**config.mk**
```make
export PLATFORM = sky130hd
export DESIGN_NAME = de0sopc_nios2_0_nios2_oci_dct_packer
export DESIGN_NICKNAME = d
export VERILOG_FILES = /design/src/rtl/de0sopc_nios2_0_nios2_oci_dct_packer.sv
export SDC_FILE = /design/constraint.sdc
export NUM_CORES = 1
export LEC_CHECK = 0
export CORE_MARGIN = 8
export CORE_UTILIZATION = 49
export DETAILED_ROUTE_END_ITERATION = 7
export GPL_ROUTABILITY_DRIVEN = 0
export PLACE_DENSITY = 0.88
export RECOVER_POWER = 25
export SETUP_SLACK_MARGIN = 0.4
export SKIP_CTS_REPAIR_TIMING = 1
export SYNTH_ARGS = -nofsm -noshare
export SYNTH_HDL_FRONTEND = slang
export SYNTH_SLANG_ARGS = --single-unit
```
**constraint.sdc**
```tcl
create_clock -name clk -period 3.15 [get_ports clk]
set_clock_uncertainty 0.2 [all_clocks]
set_input_delay 0.63 -clock clk [delete_from_list [all_inputs] [get_ports clk]]
set_output_delay 0.63 -clock clk [all_outputs]
set_load 0.005 [all_outputs]
```
**src/rtl/de0sopc_nios2_0_nios2_oci_dct_packer.sv**
```systemverilog
// Packs 2-bit trace atoms into a 15-deep fill buffer and hands full or flushed
// words to the trace FIFO through a one-entry output register (valid/ready).
module de0sopc_nios2_0_nios2_oci_dct_packer #(
  parameter int ATOM_W = 2,
  parameter int DEPTH  = 15,
  parameter int CNT_W  = 4
) (
  input  logic                    clk,
  input  logic                    reset,
  input  logic                    trace_en,
  input  logic                    atom_valid,
  input  logic [ATOM_W-1:0]       atom_code,
  input  logic                    flush,
  input  logic                    out_ready,
  output logic                    out_valid,
  output logic [ATOM_W*DEPTH-1:0] out_word,
  output logic [CNT_W-1:0]        out_count,
  output logic [ATOM_W*DEPTH-1:0] dct_buffer,
  output logic [CNT_W-1:0]        dct_count,
  output logic                    overflow
);

  localparam int BUF_W = ATOM_W * DEPTH;

  generate
    if (CNT_W < $clog2(DEPTH + 1)) begin : g_cnt_w_check
      $error("CNT_W too narrow to hold DEPTH");
    end
  endgenerate

  typedef enum logic {EMPTY = 1'b0, HOLD = 1'b1} state_e;

  state_e             state_q, state_d;
  logic [BUF_W-1:0]   buf_q, buf_d, word_q, emit_word, hold_buf, rest_buf;
  logic [CNT_W-1:0]   cnt_q, cnt_d, ocnt_q, emit_cnt, hold_cnt, rest_cnt;
  logic               pend_q, pend_d, ovf_q, ovf_d;
  logic               full, busy, drop, take, want, emit;

  assign full = (cnt_q == CNT_W'(DEPTH));
  assign busy = (state_q == HOLD) && !out_ready;
  assign drop = atom_valid && trace_en && full && busy;
  assign take = atom_valid && trace_en && !drop;

  // A full buffer left over from a stall goes out whole; a same-cycle atom
  // then starts the next word instead of overrunning this one.
  always_comb begin
    emit_word = buf_q;
    emit_cnt  = cnt_q;
    rest_buf  = '0;
    rest_cnt  = '0;
    want      = 1'b0;
    if (full) begin
      want = 1'b1;
      if (take) begin
        rest_buf = BUF_W'(atom_code);
        rest_cnt = CNT_W'(1);
      end
    end else begin
      if (take) begin
        emit_word = {buf_q[BUF_W-ATOM_W-1:0], atom_code};
        emit_cnt  = cnt_q + CNT_W'(1);
      end
      want = (emit_cnt == CNT_W'(DEPTH)) ||
             ((flush || pend_q) && (emit_cnt != '0));
    end
    hold_buf = emit_word;
    hold_cnt = emit_cnt;
    emit     = want && !busy;
    buf_d    = emit ? rest_buf : hold_buf;
    cnt_d    = emit ? rest_cnt : hold_cnt;
    pend_d   = (flush || pend_q) && !emit && (cnt_d != '0);
    ovf_d    = ovf_q || drop;
  end

  always_comb begin
    state_d = state_q;
    case (state_q)
      EMPTY:   if (emit) state_d = HOLD;
      HOLD:    if (emit) state_d = HOLD;
               else if (out_ready) state_d = EMPTY;
      default: state_d = EMPTY;
    endcase
  end

  always_ff @(posedge clk or posedge reset) begin
    if (reset) begin
      state_q <= EMPTY;
      buf_q   <= '0;
      cnt_q   <= '0;
      word_q  <= '0;
      ocnt_q  <= '0;
      pend_q  <= 1'b0;
      ovf_q   <= 1'b0;
    end else begin
      state_q <= state_d;
      buf_q   <= buf_d;
      cnt_q   <= cnt_d;
      pend_q  <= pend_d;
      ovf_q   <= ovf_d;
      if (emit) begin
        word_q <= emit_word;
        ocnt_q <= emit_cnt;
      end
    end
  end

  always_comb begin
    out_valid  = (state_q == HOLD);
    out_word   = word_q;
    out_count  = ocnt_q;
    dct_buffer = buf_q;
    dct_count  = cnt_q;
    overflow   = ovf_q;
  end

endmodule

```
==> results.sh <==
export IMPL_cts_clk_slew_worst_paths_ns=0.07
export IMPL_slew_viol_final=0
export IMPL_grt_pass1_wl_um=11800
export IMPL_n_antenna_cell=0
export IMPL_path_cells="clkdlybuf4s50_1 > and2_1 > o21ai_1 > o31ai_2 > buf_4 > a21oi_4 > buf_12 > mux2_2"
export IMPL_critPathKind="input pin to register"
export IMPL_synth_async_reset_ratio_pct=100
export IMPL_fillers=460
export IMPL_num_vias=2119
export IMPL_grt_usage_pct=16.6
export IMPL_drt_pass1_iterations=5
export IMPL_avgRoutedWirePerCell_um=17.3
export IMPL_cp_start_kind="input pin"
export IMPL_holdWs_ns=0.285
export IMPL_cpPeakStageDelay_ns=0.46
export IMPL_setup_tns_ns=0
export IMPL_cts_tree="done"
export IMPL_cap_violations=0
export IMPL_netlist_cell_type_count=35
export IMPL_top_layer_used="met4"
export IMPL_synth_area_leader_cell="dfrtp_1"
export IMPL_grt_max_degree=42
export IMPL_ys_flop_type="dfrtp_1"
export IMPL_route_met2_wl_um=3480
export IMPL_cp_buffers_inverters=3
export IMPL_grt_ovfl_total=0
export IMPL_clockBufferDepth=2
export IMPL_io_pins=78
export IMPL_wl_met3_um=435
export IMPL_clock_sinks=71
export IMPL_wl_met1_um=3060
export IMPL_start_util_pct=49.9
export IMPL_synth_area_leaders="dfrtp_1 57%, mux2_2 9.0%, mux2i_1 8.4%"
export IMPL_clock_fmax_mhz=380
export IMPL_die_w_um=95.7
export IMPL_yosysWarnings=0
export IMPL_antenna_found_initial=0
export IMPL_port_buffers=77
export IMPL_grt_pass1_vias=2315
export IMPL_worst_pin_slew_ns=0.966
export IMPL_synth_most_common_cell="dfrtp_1"
export IMPL_setup_slack_ns=0.517
export IMPL_syn_area_um2=3120
export IMPL_hold_class="register to register"
export IMPL_endpoint_kind="register"
export IMPL_synth_top_area_share_pct=57.0
export IMPL_viasPerCell=5.18
export IMPL_pwr_density_cell_nw_per_um2=670
export IMPL_synth_edf_count=0
export IMPL_ant_nets=0
export IMPL_period_needed_ns=2.63
export IMPL_num_nets_final=336
export IMPL_relSlewSlack_pct=35.5
export IMPL_clkLatencyLatePin_ns=0.34
export IMPL_root_buffer="clkbuf_8"
export IMPL_layoutNonFillerInstCount=409
export IMPL_cts_max_level=3
export IMPL_synth_fp_nets=251
export IMPL_cts_inserted_buffers=9
export IMPL_post_route_period_util_pct=83.6
export IMPL_ys_ff_latch=71
export IMPL_cpMaxStageDelayCell="clkdlybuf4s50_1"
export IMPL_ir_worst_vdd_uv=487
export IMPL_die_area_um2=9170
export IMPL_hpwl_um=5090
export IMPL_wl_um=7060
export IMPL_dp_cells=392
export IMPL_worstPathRequired_ns=3.17
export IMPL_drc=0
export IMPL_status="complete, no violations"
export IMPL_rsz0062_at_grt="false"
export IMPL_die_y_um=95.7
export IMPL_post_place_ws_ns=0.137
export IMPL_synth_commonest_cells="71 x dfrtp_1, 26 x mux2i_1, 25 x mux2_2, 22 x nor2_1, 20 x nor2b_1"
export IMPL_ys_seq_area_share_pct=57.0
export IMPL_area_growth_pct=34.8
export IMPL_layout_drive_gt1_share_pct=17.8
export IMPL_hold_viol_final=0
export IMPL_cp_top_family="buffers and inverters"
export IMPL_p_leak_nw=1.95
export IMPL_worst_path_max_fanout=41
export IMPL_syn_inst=242
export IMPL_syn_avg_cell_area_um2=12.9
export IMPL_drt_iter0_drc=129
export IMPL_setup_viol=0
export IMPL_core_area_um2=6240
export IMPL_critical_path_arrival_ns=2.65
export IMPL_num_rows=29
## through the flow
| step | area [um2] | power (mW) | util [%] |
|---|---|---|---|
| 2_1_floorplan | 3120 | 1.69 | - |
| 6_report | 4200 | 2.81 | 67.3 |
| 3_5_place_dp | 4000 | 2.11 | 64.0 |
| 5_1_grt | 4200 | 2.98 | 67.3 |
| 4_1_cts | 4190 | 2.83 | 67.2 |
| 3_3_place_gp | 4000 | 2.08 | 64.0 |
## where the power goes
part           switching, mW  internal, mW
logic                  0.395         0.519
registers              0.126          1.06
clock network          0.334         0.383
total                  0.855          1.96
## routing by layer
layer	track usage [%]	vias up
li1	-	990
met3	5.15	5
met5	0	-
met2	27.1	56
met1	20.2	1068
met4	6.40	0
## final timing paths
kind	slack (ns)	to	cells past startpoint	start
max in group asynchronous	0.87	dct_buffer[12]	3	reset
hold / removal	0.28	out_word[13]	1	out_word[13]
min in group asynchronous	0.75	dct_buffer[24]	2	reset
setup reg to reg	0.59	out_word[0]	7	dct_count[1]
setup / recovery	0.52	out_word[0]	8	atom_valid
hold reg to reg	0.28	out_word[13]	1	out_word[13]
## kinds of logic (layout without fill, tap and decap cells)
family	Yosys count	in the layout	synth area share [%]
DFF	71	71	57.0
muxes	67	67	23.2
and+or+nand+nor	58	58	9.68
buffers and inverters	25	115	4.54
AOI/OAI and AO/OA	18	18	4.62
xor gates and xnor gates	2	2	0.562
adders and majority gates	1	1	0.402
## worst register-to-register path: stages (launching register included)
cell,delay (ns)
dfrtp_1,0.47
ha_1,0.23
and3_2,0.31
nand2_2,0.13
a31o_2,0.31
a21oi_4,0.19
buf_12,0.23
mux2_2,0.38
## cell usage in the layout, fill, tap and decap left out, drive strengths merged, types with 2 or more instances in the layout
cell,netlist,final
clkdlybuf4s50,0,76
buf,12,8
nor3,2,2
mux2i,26,26
clkinvlp,0,2
xor2,2,2
a32oi,2,2
nand4b,2,2
clkinv,0,3
o21ai,5,5
nand2,5,5
inv,13,13
or2,2,2
nor2,22,22
a21oi,2,2
clkbuf,0,11
dfrtp,71,71
nor2b,20,20
mux2,41,41
## registers in the layout (all words and copies together) (netlist names)
name	count
out_valid	1
out_count	4
out_word	30
dct_buffer	30
dct_count	4
pend_q	1
overflow	1
## area by class of cell
type | count | area, um2 | share of cell area, %
clock buffers | 10 | 138 | 3.28
clock inverters | 6 | 60.1 | 1.43
inverters | 13 | 48.8 | 1.16
multi-input cells | 146 | 1210 | 28.7
flip-flops and latches | 71 | 1780 | 42.3
well taps | 77 | 96.3 | 2.29
repair buffers | 86 | 872 | 20.8
No activity file was read; power rests on OpenSTA's default activity.
